===== src/rtl/bus_arbiter.sv =====
// bus_arbiter: grants a single RAM port to either the instruction or the data requester.
// Optional macro BUS_ARBITER_FAIR_EN: simultaneous requests alternate instead of data always winning.
module bus_arbiter #(
  parameter int MAX_WAIT = 15
) (
  input  logic        CLK,
  input  logic        nRST,
  input  logic        iREN,
  input  logic [31:0] iaddr,
  output logic        iwait,
  output logic [31:0] iload,
  input  logic        dREN,
  input  logic        dWEN,
  input  logic [31:0] daddr,
  input  logic [31:0] dstore,
  output logic        dwait,
  output logic [31:0] dload,
  output logic        ramREN,
  output logic        ramWEN,
  output logic [31:0] ramaddr,
  output logic [31:0] ramstore,
  input  logic [31:0] ramload,
  input  logic [1:0]  ramstate,
  output logic [1:0]  grant,
  output logic        err
);

  localparam int CW = ($clog2(MAX_WAIT + 1) > 4) ? $clog2(MAX_WAIT + 1) : 4;
  localparam logic [CW-1:0] MaxWait = CW'(MAX_WAIT);
  localparam logic [1:0] RamAccess = 2'd2;
  localparam logic [1:0] RamError  = 2'd3;

  typedef enum logic [1:0] {IDLE, IGNT, DGNT, ERR} state_t;

  state_t        state_q, state_d;
  logic [CW-1:0] cnt_q, cnt_d;
  logic          lastServed_q, lastServed_d;
  logic          dReq;
  logic          dataWins;
  logic          ownReq;

  assign dReq = dREN | dWEN;

  // lastServed_q is 1 when the data side completed most recently.
`ifdef BUS_ARBITER_FAIR_EN
  assign dataWins = ~iREN | ~lastServed_q;
`else
  assign dataWins = 1'b1;
`endif

  assign ownReq = (state_q == IGNT) ? iREN : dReq;

  always_ff @(posedge CLK) begin
    if (!nRST) begin
      state_q      <= IDLE;
      cnt_q        <= '0;
      lastServed_q <= 1'b0;
    end else begin
      state_q      <= state_d;
      cnt_q        <= cnt_d;
      lastServed_q <= lastServed_d;
    end
  end

  always_comb begin
    state_d      = state_q;
    cnt_d        = cnt_q;
    lastServed_d = lastServed_q;
    case (state_q)
      IDLE: begin
        cnt_d = '0;
        if (dReq && dataWins) state_d = DGNT;
        else if (iREN)        state_d = IGNT;
      end
      IGNT, DGNT: begin
        // Abort takes precedence so a dropped request never completes or errors.
        if (!ownReq) begin
          state_d = IDLE;
        end else if (ramstate == RamAccess) begin
          state_d      = IDLE;
          lastServed_d = (state_q == DGNT);
        end else if (ramstate == RamError || cnt_q == MaxWait) begin
          state_d = ERR;
        end else begin
          cnt_d = cnt_q + CW'(1);
        end
      end
      default: state_d = IDLE;
    endcase
  end

  always_comb begin
    ramREN   = 1'b0;
    ramWEN   = 1'b0;
    ramaddr  = '0;
    ramstore = '0;
    grant    = 2'b00;
    case (state_q)
      IGNT: begin
        ramREN  = 1'b1;
        ramaddr = iaddr;
        grant   = 2'b01;
      end
      DGNT: begin
        ramWEN   = dWEN;
        ramREN   = dREN & ~dWEN;
        ramaddr  = daddr;
        ramstore = dstore;
        grant    = 2'b10;
      end
      default: ;
    endcase
  end

  assign err   = (state_q == ERR);
  assign iwait = iREN & ~(state_q == IGNT && ramstate == RamAccess);
  assign dwait = dReq & ~(state_q == DGNT && ramstate == RamAccess);
  assign iload = ramload;
  assign dload = ramload;

endmodule


===== config.mk =====
export PLATFORM = sky130hd
export DESIGN_NAME = bus_arbiter
export DESIGN_NICKNAME = d
export VERILOG_FILES = /design/src/rtl/bus_arbiter.sv
export SDC_FILE = /design/constraint.sdc
export NUM_CORES = 1
export LEC_CHECK = 0
export CAP_MARGIN = 15
export CORE_AREA = 3 3 104 106
export DETAILED_ROUTE_END_ITERATION = 6
export DIE_AREA = 0 0 107 109
export PLACE_DENSITY_LB_ADDON = 0.12
export REMOVE_ABC_BUFFERS = 1
export SLEW_MARGIN = 25
export SYNTH_ARGS = -nofsm -noshare
export SYNTH_HDL_FRONTEND = slang
export SYNTH_SLANG_ARGS = --single-unit

===== constraint.sdc =====
create_clock -name CLK -period 2.2 [get_ports CLK]
set_input_delay 0.22 -clock CLK [delete_from_list [all_inputs] [get_ports CLK]]
set_output_delay 0.22 -clock CLK [all_outputs]
set_load 0.02 [all_outputs]

==> metrics.md, run 1 <==
| Metric | Value |
|---|---|
| Floorplan die height | `109 um` |
| Net count of the finished layout | `480` |
| First element of the critical path | `state_q[0]` |
| Most frequent standard cell in the layout excluding fill and tap cells | `sky130_fd_sc_hd__clkdlybuf4s50_1` |
| Mean Syn Cell Area | `7.29 sq um` |
| End of the critical path | `ramstore[28]` |
| Count of cell types in the netlist | `31` |
| Maximum level of the CTS H-tree | `1` |
| CP top delay family | `buffers and inverters` |
| Pin slew with the least headroom to its limit | `0.266 ns` |
| Sum of negative setup slack | `0 ns` |
| Cell area after synthesis | `0.00168 sq mm` |
| Post-CTS Resized | `51` |
| Time the final worst path needs with I/O delays and setup | `2.03 ns` |
| Core Footprint | `0.00986 sq mm` |
| Number of storage elements in the synthesis netlist | `6` |
| Max-slew headroom | `82.1%` |
| Post-CTS setup-driven buffer insertion count | `0` |
| Number of search-and-repair iterations in the first detailed-routing pass | `4` |
| Total power per unit cell area | `853 mW/mm^2` |
| Largest fanout of any net on the critical path | `52` |
| Number of global-route vias before repair | `1985` |
| Critical path depth in cells | `5` |
| Finish-stage setup viols | `0` |
| Detail Route Antenna Nets | `0` |
| Number of input and output port buffers inserted | `173` |
| Number of cells traversed by the worst register-to-register path | `7` |
| Clock transition at the registers of the reported paths | `0.03 ns` |
| Total die area | `0.0117 sq mm` |
| Register-to-Register Setup Slack | `0.23 ns` |
| Share of post-route cells with drive strength above 1 | `4.78%` |
| Design Power | `0.00271 W` |
| Total instance count after detailed placement | `465` |
| Total global-route track usage | `22.1%` |
| Number of warnings reported in the yosys synthesis log | `0` |
| Chip Width | `107 um` |
| Placement row count | `36` |
| Worst-path cell with the longest stage delay | `sky130_fd_sc_hd__dlygate4sd2_1` |
| Worst VDD drop | `0.313 mV` |
| Status | `completed` |
| Fin util | `32.2%` |
| Final Max Tran Viols | `0` |
| Violation count after the first detailed-routing iteration | `123` |
| Clock tree from TritonCTS | `built` |
| Residual overflow from global routing | `0` |
| Unrepaired setup endpoints after global routing | `no` |
| Worst r2r dst | `cnt_q[3]` |
| CTS buffer count | `3` |
| Nature of the critical path endpoint | `primary output` |
| Category of the most critical setup path | `reg -> out` |
| Worst-case hold slack | `0.440 ns` |
| Initial antenna violation count | `2` |
| Insertion delay of the later-clocked pin in the worst-skew pair | `0.22 ns` |
| Worst path required time | `1.98 ns` |
| Total number of clock tree sinks | `6` |
| Detail Placement HPWL | `12100 um` |
| Wire per inst | `29.4 um` |
| Global-route wire length before repair | `17100 um` |
| Post-Layout Cell Count | `469` |
| Maximum single-stage delay on the critical path | `0.38 ns` |
| Static leakage | `1.59 nW` |
| Kind of start point of the critical path | `flip-flop` |
| Worst path buffer plus inverter count | `3` |
| Clock tree skew after final layout | `0.00202 ns` |
| Number of hold-slack violations in the final timing report | `0` |
| Vias post-DR | `2035` |
| Max-cap check violation count | `0` |
| Root Buffer | `sky130_fd_sc_hd__clkbuf_8` |
| Type of the worst min-delay path | `in -> out` |
| Synth-to-Final Area Change | `89.0%` |
| Remaining design rule violation count | `0` |
| Final Routed Wirelength | `13800 um` |
| Final weighted congestion in routability-driven placement | `0.804` |
| Starting Density | `17.1%` |
| Largest net degree at the start of global routing | `53` |
| Top library cells by usage in the layout, fill and taps aside | `105 x sky130_fd_sc_hd__clkdlybuf4s50_1, 51 x sky130_fd_sc_hd__dlygate4sd2_1, 34 x sky130_fd_sc_hd__nor2b_1, 34 x sky130_fd_sc_hd__and2_1, 32 x sky130_fd_sc_hd__a22oi_1` |
| Worst r2r src | `state_q[0]` |
| CTS hold repair buffers | `0` |
| Data arrival time of the critical path | `1.81 ns` |
| Achievable frequency | `0.493 GHz` |
| Count of filler cells inserted in the layout | `1039` |
| Ordered cell list for the critical path | `inv_1 -> ha_2 -> buf_12 -> and2_1 -> dlygate4sd2_1` |
| Max Buffers Root-to-Sink | `2` |
| Number of instances in the synthesized netlist | `231` |
| Part of the cycle the worst path needs | `92.2%` |
| Via density | `4.34` |
| I/O pin count | `270` |
| Part of the Yosys area used for sequential elements | `7.14%` |
==> cells in the mapped netlist <==
cell type	n	area, sq um
sky130_fd_sc_hd__a21boi_0	1	7.51
sky130_fd_sc_hd__a21oi_1	3	15.0
sky130_fd_sc_hd__a22oi_1	32	240
sky130_fd_sc_hd__a31oi_1	1	6.26
sky130_fd_sc_hd__a32oi_1	1	8.76
sky130_fd_sc_hd__and2_1	34	213
sky130_fd_sc_hd__and2b_2	1	8.76
sky130_fd_sc_hd__and3b_1	1	8.76
sky130_fd_sc_hd__buf_2	3	15.0
sky130_fd_sc_hd__buf_4	64	480
sky130_fd_sc_hd__clkbuf_1	12	45.0
sky130_fd_sc_hd__dfxtp_1	6	120
sky130_fd_sc_hd__ha_1	8	100
sky130_fd_sc_hd__inv_1	4	15.0
sky130_fd_sc_hd__mux2i_1	1	10.0
sky130_fd_sc_hd__nand2_1	3	11.3
sky130_fd_sc_hd__nand2b_1	1	6.26
sky130_fd_sc_hd__nand3_1	4	20.0
sky130_fd_sc_hd__nand3b_1	2	15.0
sky130_fd_sc_hd__nand4_4	1	21.3
sky130_fd_sc_hd__nor2_1	3	11.3
sky130_fd_sc_hd__nor2b_1	34	213
sky130_fd_sc_hd__o2111ai_1	1	8.76
sky130_fd_sc_hd__o21a_1	2	15.0
sky130_fd_sc_hd__o311ai_1	1	8.76
sky130_fd_sc_hd__o32ai_1	2	17.5
sky130_fd_sc_hd__o41ai_1	1	8.76
sky130_fd_sc_hd__or2_2	1	6.26
sky130_fd_sc_hd__or2b_2	1	8.76
sky130_fd_sc_hd__or3_1	1	6.26
sky130_fd_sc_hd__or3_4	1	11.3
==> sequential cells by signal, indices dropped and copies added, names as in the netlist <==
signal   flops
cnt_q        4
state_q      2
==> worst reg2reg max path: cells and delay by family, from the launching register on <==
family                     cells  cell delay, ns
adders and majority gates      1            0.40
DFF                            1            0.39
and+or+nand+nor                3            0.67
AOI/OAI and AO/OA              1            0.14
buffers and inverters          2            0.29
==> where the power goes <==
part / leakage [nW] / switching, W / internal (W)
combinational: 1.52 / 0.00126 / 0.00113
sequential: 0.0489 / 0.0000251 / 0.000131
clock: 0.0216 / 0.0000454 / 0.000117
==> routing by layer <==
metal | wire [um] | up-vias | GRT usage [%]
met5 | 69 | - | 4.91
met1 | 4970 | 890 | 23.5
met2 | 6110 | 199 | 34.1
li1 | - | 925 | -
met4 | 313 | 6 | 5.48
met3 | 2300 | 15 | 17.0
==> kinds of logic (layout without fill, tap and decap cells) <==
kind of cell,count (synthesis),after routing,share of synthesized area (%)
simple gates,88,88,33.3
fa+ha+maj,8,8,5.95
compound gates,45,45,20.0
buf+inv,83,187,33.0
other cells,0,1,0
mux,1,1,0.595
flops,6,6,7.14
==> worst min path at each step <==
stage / start / end / cells past startpoint
floorplan: nRST / cnt_q[2] / 2
global placement: ramload[0] / dload[0] / 0
detailed placement: ramload[0] / dload[0] / 0
CTS: ramload[0] / dload[0] / 0
global route: ramload[0] / dload[0] / 0
finish: ramload[0] / dload[0] / 0
==> stage by stage <==
stage | cell area, sq um | setup slack [ns]
floorplan | 1140 | -0.0576
global placement | 3160 | 0.117
detailed placement | 3160 | 0.0934
CTS | 3140 | 0.0347
global route | 3180 | 0.0622
finish | 3180 | 0.171
==> cell type report <==
type / instances / area [sq um] / share of cell area, %
Clock buffer: 3 / 41.3 / 1.30
Inverter: 4 / 15.0 / 0.472
Timing Repair Buffer: 180 / 1830 / 57.4
Multi-Input combinational cell: 142 / 1010 / 31.7
Sequential cell: 6 / 120 / 3.78
Antenna cell: 1 / 2.50 / 0.0787
Tap cell: 133 / 166 / 5.23
Note: power is estimated with default switching activity, not from simulation.
==> run 2, diff against run 1 <==
==> constraint.sdc (replaced) <==
create_clock -name CLK -period 2 [get_ports CLK]
set_input_delay 0.2 -clock CLK [delete_from_list [all_inputs] [get_ports CLK]]
set_output_delay 0.2 -clock CLK [all_outputs]
set_load 0.02 [all_outputs]
==> run 2 against run 1 <==
  * Die area stayed put
  * Sequential power is 9% higher
  * Critical endpoint is now ramaddr[10]
  * Clock power increased by 9%
  * Worst hold slack got worse by 0.040 ns
  * Utilization decreased by 1.1 points
  * Count of clock-buffer cells in the layout unchanged
  * Flip-flop and latch count unchanged
  * First-iteration DRC count up 6.5%
  * Routed wire length is essentially flat
  * Non-clock buffer count rose by 4
  * Via count decreased by 0.64%
  * Sequential share of layout area rose by 0.13 points
==> metrics.md, run 2 (synthesis gave the netlist of run 1 again) <==
| Metric | Value |
|---|---|
| Residual overflow from global routing | `0 (unchanged)` |
| Status | `completed` |
| Clock tree skew after final layout | `0.00161 ns (-0.000408 ns)` |
| Wire per inst | `29.0 um (-1.2%)` |
| Worst r2r src | `state_q[0]` |
| Switching power of the nets | `0.00148 W (+11%)` |
| Unrepaired setup endpoints after global routing | `yes` |
| Max-cap check violation count | `0 (unchanged)` |
| Max Buffers Root-to-Sink | `2 (unchanged)` |
| Top library cells by usage in the layout, fill and taps aside | `105 x sky130_fd_sc_hd__clkdlybuf4s50_1, 36 x sky130_fd_sc_hd__dlygate4sd2_1, 34 x sky130_fd_sc_hd__nor2b_1, 34 x sky130_fd_sc_hd__and2_1, 32 x sky130_fd_sc_hd__a22oi_1` |
| Clock share of power | `5.9% (about the same)` |
| Achievable frequency | `0.515 GHz` |
| Part of the cycle the worst path needs | `97.1%` |
| Static leakage | `1.30 nW (-19%)` |
| Share of total power consumed by net switching | `49.2% (about the same)` |
| Max-slew headroom | `78.4% (-3.6 points)` |
| Largest net degree at the start of global routing | `28 (-47%)` |
| Nature of the critical path endpoint | `primary output` |
| Detail Route Antenna Nets | `0 (unchanged)` |
| Kind of start point of the critical path | `flip-flop` |
| Type of the worst min-delay path | `in -> out` |
| Synth-to-Final Area Change | `82.5%` |
| Initial antenna violation count | `2 (unchanged)` |
| Category of the most critical setup path | `reg -> out` |
| Placement row count | `36 (unchanged)` |
| Design Power | `0.00301 W (+11%)` |
| Via density | `4.26 (-1.9%)` |
| CTS buffer count | `3 (unchanged)` |
| Total global-route track usage | `22.0% (-0.095 points)` |
| Insertion delay of the later-clocked pin in the worst-skew pair | `0.22 ns (about the same)` |
| Floorplan die height | `109 um (unchanged)` |
| Met1 usage | `23.8% (+0.30 points)` |
| Worst VDD drop | `0.452 mV (+44%)` |
| Time the final worst path needs with I/O delays and setup | `1.94 ns` |
| Clock tree from TritonCTS | `built` |
| Part of the power in registers | `5.7% (about the same)` |
| Register-to-Register Setup Slack | `0.07 ns (-0.16 ns)` |
| Starting Density | `17.1% (unchanged)` |
| Share of post-route cells with drive strength above 1 | `14.7% (+10 points)` |
| Chip Width | `107 um (unchanged)` |
| Net count of the finished layout | `484 (+0.83%)` |
| Finish-stage setup viols | `0 (unchanged)` |
| Number of input and output port buffers inserted | `173 (unchanged)` |
| Root Buffer | `sky130_fd_sc_hd__clkbuf_8` |
| Number of search-and-repair iterations in the first detailed-routing pass | `4 (unchanged)` |
| Post-CTS setup-driven buffer insertion count | `0 (unchanged)` |
| Final Max Tran Viols | `0 (unchanged)` |
| End of the critical path | `ramaddr[10]` |
| First element of the critical path | `state_q[0]` |
| Total power per unit cell area | `978 mW/mm^2 (+15%)` |
| Top flop regs | `cnt_q (4), state_q (2)` |
| Total instance count after detailed placement | `469 (+0.86%)` |
| Number of hold-slack violations in the final timing report | `0 (unchanged)` |
| Worst path required time | `1.80 ns (-0.18 ns)` |
| CTS hold repair buffers | `0 (unchanged)` |
| Post-Layout Cell Count | `475 (+1.3%)` |
| Final weighted congestion in routability-driven placement | `0.748 (-7.0%)` |
| GRT busiest layer | `met2` |
| Pint | `0.00153 W (+11%)` |
| Biggest register | `cnt_q` |
| I/O pin count | `270 (unchanged)` |
| Maximum level of the CTS H-tree | `1 (unchanged)` |
| Pin slew with the least headroom to its limit | `0.325 ns (+0.0591 ns)` |
| Total number of clock tree sinks | `6 (unchanged)` |
| Violation count after the first detailed-routing iteration | `131 (+6.5%)` |
| Largest fanout of any net on the critical path | `20 (-62%)` |
| Most frequent standard cell in the layout excluding fill and tap cells | `sky130_fd_sc_hd__clkdlybuf4s50_1` |
| Final Routed Wirelength | `13800 um (about the same)` |
| Detail Placement HPWL | `12200 um (+1.2%)` |
| Met3 track demand over resource in global routing | `17.4% (+0.41 points)` |
| Vias post-DR | `2022 (-0.64%)` |
| Part of the total power dissipated in combinational logic | `88.4% (+0.2 points)` |
| Global-route wire length before repair | `17100 um (-0.16%)` |
| Global Route met2 Usage | `33.0% (-1.1 points)` |
| Clock transition at the registers of the reported paths | `0.04 ns (about the same)` |
| Remaining design rule violation count | `0 (unchanged)` |
| Number of cells traversed by the worst register-to-register path | `7 (unchanged)` |
| Number of global-route vias before repair | `1943 (-2.1%)` |
| Max FFs per register | `4 (unchanged)` |
| Core Footprint | `0.00986 sq mm (unchanged)` |
| Worst r2r dst | `cnt_q[3]` |
| Total die area | `0.0117 sq mm (unchanged)` |
| Data arrival time of the critical path | `1.74 ns (-0.07 ns)` |
-- run 2: layer usage --
layer | vias up | routed length, um
met2 | 197 | 5950
met4 | 4 | 320
li1 | 938 | -
met5 | - | 71
met1 | 866 | 5010
met3 | 17 | 2420
-- run 2: power by group through the flow --
stage               logic (W)  registers [W]  clock network [W]
finish                0.00266       0.000170           0.000177
global route          0.00288       0.000172           0.000194
CTS                   0.00273       0.000170           0.000181
detailed placement    0.00293       0.000168                  0
global placement      0.00295       0.000167                  0
floorplan             0.00139       0.000168                  0
-- run 2: final cells by class --
| class | instances | area [sq um] |
|---|---|---|
| Inverter | 4 | 15.0 |
| Multi-Input combinational cell | 142 | 1020 |
| Sequential cell | 6 | 120 |
| Tap cell | 133 | 166 |
| Fill cell | 1052 | 6790 |
| Timing Repair Buffer | 184 | 1700 |
| Antenna cell | 3 | 7.51 |
| Clock buffer | 3 | 41.3 |
-- run 2: worst min-delay path by stage --
stage	startpoint	endpoint	slack [ns]	cells after the start
2_1_floorplan	nRST	cnt_q[2]	0.34	2
3_3_place_gp	ramload[0]	dload[0]	0.40	0
3_5_place_dp	ramload[0]	dload[0]	0.40	0
4_1_cts	ramload[0]	dload[0]	0.40	0
5_1_grt	ramload[0]	dload[0]	0.40	0
6_report	ramload[0]	dload[0]	0.40	0
-- run 2: what timing repair did --
item | CTS | global route
setup endpoints to repair | 68 | 37
endpoints found under the hold margin | 0 | 0
resized for setup | 71 | 60
-- run 2: critical path, stage by stage (launching register included) --
cell and delay, ns:
sky130_fd_sc_hd__dfxtp_1 0.37, sky130_fd_sc_hd__inv_1 0.13, sky130_fd_sc_hd__ha_2 0.40, sky130_fd_sc_hd__buf_12 0.15, sky130_fd_sc_hd__nor2b_1 0.12, sky130_fd_sc_hd__dlygate4sd2_1 0.34
-- run 2: stage by stage --
step           cell area (sq um)  hold slack [ns]  setup slack (ns)  util, %   TNS, ns
2_1_floorplan               1140            0.336            -0.238        -     -8.21
3_3_place_gp                3200            0.400          -0.00850     32.4  -0.00850
3_5_place_dp                3200            0.400           -0.0377     32.4    -0.139
4_1_cts                     3170            0.400           0.00858     32.1         0
5_1_grt                     3060            0.400           -0.0427     31.1    -0.100
6_report                    3070            0.400            0.0586     31.1         0
==> run 3, diff against run 2 <==
--- a/config.mk
+++ b/config.mk
@@ -9,8 +9,8 @@
 export CORE_AREA = 3 3 104 106
 export DETAILED_ROUTE_END_ITERATION = 6
 export DIE_AREA = 0 0 107 109
+export MAX_ROUTING_LAYER = met4
 export PLACE_DENSITY_LB_ADDON = 0.12
-export REMOVE_ABC_BUFFERS = 1
 export SLEW_MARGIN = 25
 export SYNTH_ARGS = -nofsm -noshare
 export SYNTH_HDL_FRONTEND = slang
==> run 3 against run 2 <==
  * Clock skew down 0.0012 ns
  * Clock power up 2%
  * Die area unchanged
  * Critical endpoint is now ramaddr[4]
  * Cell area up 2.0%
  * Worst setup slack better by 0.052 ns
  * Highest routed layer is now met4
  * Critical path type unchanged
  * Flip-flop and latch count unchanged
  * Via count down 5.3%
==> metrics.md, run 3 (synthesis gave the netlist of run 1 again) <==
| Metric | Value |
|---|---|
| Max FFs per register | `4 (unchanged)` |
| Insertion delay of the later-clocked pin in the worst-skew pair | `0.22 ns (about the same)` |
| Total die area | `0.0117 sq mm (unchanged)` |
| Static leakage | `1.31 nW (+1.4%)` |
| Final Max Tran Viols | `0 (unchanged)` |
| Worst path buffer plus inverter count | `3 (unchanged)` |
| CTS hold repair buffers | `0 (unchanged)` |
| I/O pin count | `270 (unchanged)` |
| Count of filler cells inserted in the layout | `1036 (-1.5%)` |
| Global-route wire length before repair | `11500 um (-33%)` |
| Via density | `4.04 (-5.1%)` |
| Area of the multi-input gates | `0.00101 sq mm (-0.98%)` |
| Violation count after the first detailed-routing iteration | `105 (-20%)` |
| CTS buffer count | `3 (unchanged)` |
| Achievable frequency | `0.529 GHz (+2.7%)` |
| Post-CTS Resized | `69 (-2.8%)` |
| Root Buffer | `sky130_fd_sc_hd__clkbuf_8` |
| Starting Density | `17.1% (unchanged)` |
| Synth-to-Final Area Change | `86.2%` |
| Worst path required time | `1.80 ns (about the same)` |
| Detail Placement HPWL | `6650 um (-46%)` |
| Residual overflow from global routing | `0 (unchanged)` |
| Time the final worst path needs with I/O delays and setup | `1.89 ns (-0.0517 ns)` |
| Status | `completed` |
| Post-CTS setup-driven buffer insertion count | `0 (unchanged)` |
| Unrepaired setup endpoints after global routing | `no` |
| Largest net degree at the start of global routing | `28 (unchanged)` |
| Maximum level of the CTS H-tree | `1 (unchanged)` |
| Biggest register | `cnt_q` |
| Area occupied by registers | `120 sq um (unchanged)` |
| Total global-route track usage | `12.9% (-9.1 points)` |
| Type of the worst min-delay path | `in -> out` |
| Net count of the mapped netlist | `374` |
| Total instance count after detailed placement | `471 (+0.43%)` |
| Final standard cell area without fillers | `0.00313 sq mm (+2.0%)` |
| Kind of start point of the critical path | `flip-flop` |
| Max-slew headroom | `79.5% (+1.1 points)` |
| Part of the cycle the worst path needs | `94.5% (-2.6 points)` |
| Number of search-and-repair iterations in the first detailed-routing pass | `4 (unchanged)` |
| Clock tree skew after final layout | `0.000404 ns (-0.00121 ns)` |
| Floorplan die height | `109 um (unchanged)` |
| Clock transition at the registers of the reported paths | `0.04 ns (about the same)` |
| Chip Width | `107 um (unchanged)` |
| Largest fanout of any net on the critical path | `14 (-30%)` |
| CP top delay family | `buffers and inverters` |
| Ordered cell list for the critical path | `inv_1 -> ha_1 -> buf_4 -> nor2b_1 -> dlygate4sd2_1` |
| Net count of the finished layout | `486 (+0.41%)` |
| Max-cap check violation count | `0 (unchanged)` |
| Worst r2r src | `state_q[1]` |
| Pin slew with the least headroom to its limit | `0.307 ns (-0.0177 ns)` |
| Number of global-route vias before repair | `1915 (-1.4%)` |
| Number of hold-slack violations in the final timing report | `0 (unchanged)` |
| Share of post-route cells with drive strength above 1 | `10.3% (-4.5 points)` |
| Hold Startpoint | `ramload[11]` |
| Worst-case hold slack | `0.400 ns (-0.000302 ns)` |
| Category of the most critical setup path | `reg -> out` |
| Instance area at placement | `0.00319 sq mm (-0.39%)` |
| Worst-path cell with the longest stage delay | `sky130_fd_sc_hd__dfxtp_1` |
| Total power per unit cell area | `936 mW/mm^2 (-4.3%)` |
| Max Buffers Root-to-Sink | `2 (unchanged)` |
| Placement row count | `36 (unchanged)` |
| Clock tree from TritonCTS | `built` |
| Final weighted congestion in routability-driven placement | `0.800 (+7.0%)` |
| Post-Layout Cell Count | `474 (-0.21%)` |
| Top library cells by usage in the layout, fill and taps aside | `105 x sky130_fd_sc_hd__clkdlybuf4s50_1, 40 x sky130_fd_sc_hd__dlygate4sd2_1, 34 x sky130_fd_sc_hd__and2_1` |
| Total number of clock tree sinks | `6 (unchanged)` |
| Number of input and output port buffers inserted | `173 (unchanged)` |
| Wire per inst | `16.7 um (-42%)` |
| Most frequent standard cell in the layout excluding fill and tap cells | `sky130_fd_sc_hd__clkdlybuf4s50_1` |
| Remaining design rule violation count | `0 (unchanged)` |
| Maximum single-stage delay on the critical path | `0.37 ns (-0.03 ns)` |
| Data arrival time of the critical path | `1.69 ns (-0.05 ns)` |
| Vias post-DR | `1915 (-5.3%)` |
| Worst VDD drop | `0.386 mV (-15%)` |
| Finish-stage setup viols | `0 (unchanged)` |
| First element of the critical path | `state_q[1]` |
| Final Routed Wirelength | `7910 um (-43%)` |
| Detail Route Antenna Nets | `0 (unchanged)` |
| Nature of the critical path endpoint | `primary output` |
| Number of antenna diodes | `0 (-3)` |
| Initial antenna violation count | `0 (-2)` |
| Core Footprint | `0.00986 sq mm (unchanged)` |
| Top flop regs | `cnt_q (4), state_q (2)` |
## run 3: final timing paths
kind / to / slack (ns) / cells past startpoint
hold / removal: dload[11] / 0.40 / 0
setup / recovery: ramaddr[4] / 0.11 / 5
hold reg to reg: cnt_q[2] / 0.50 / 1
setup reg to reg: cnt_q[3] / 0.15 / 7
## run 3: final cells by class
type,instances,area share (%)
clock buffers,3,1.32
inverters,4,0.479
multi-input cells,142,32.3
flip-flops and latches,6,3.83
well taps,133,5.31
repair buffers,186,56.8
## run 3: power breakdown
part	total [W]	switching [W]	leakage [nW]	internal [W]
combinational	0.00259	0.00136	1.24	0.00123
sequential	0.000165	0.0000209	0.0489	0.000144
clock	0.000181	0.0000522	0.0216	0.000129
total	0.00294	0.00144	1.31	0.00150
## run 3: metrics by stage
stage                TNS, ns  util [%]  worst slack, ns  power, W
global route               0      31.8          0.00164   0.00318
finish                     0      31.8            0.110   0.00294
CTS                        0      32.0          0.00344   0.00300
detailed placement  -0.00547      32.3         -0.00436   0.00303
floorplan                  0         -            0.313   0.00181
global placement           0      32.3           0.0182   0.00303
## run 3: per-layer routing
layer	part of all wire, %	track usage (%)
met1	39	15.5
met2	49	21.4
met3	11	4.38
met4	0.99	2.01
met5	0	-
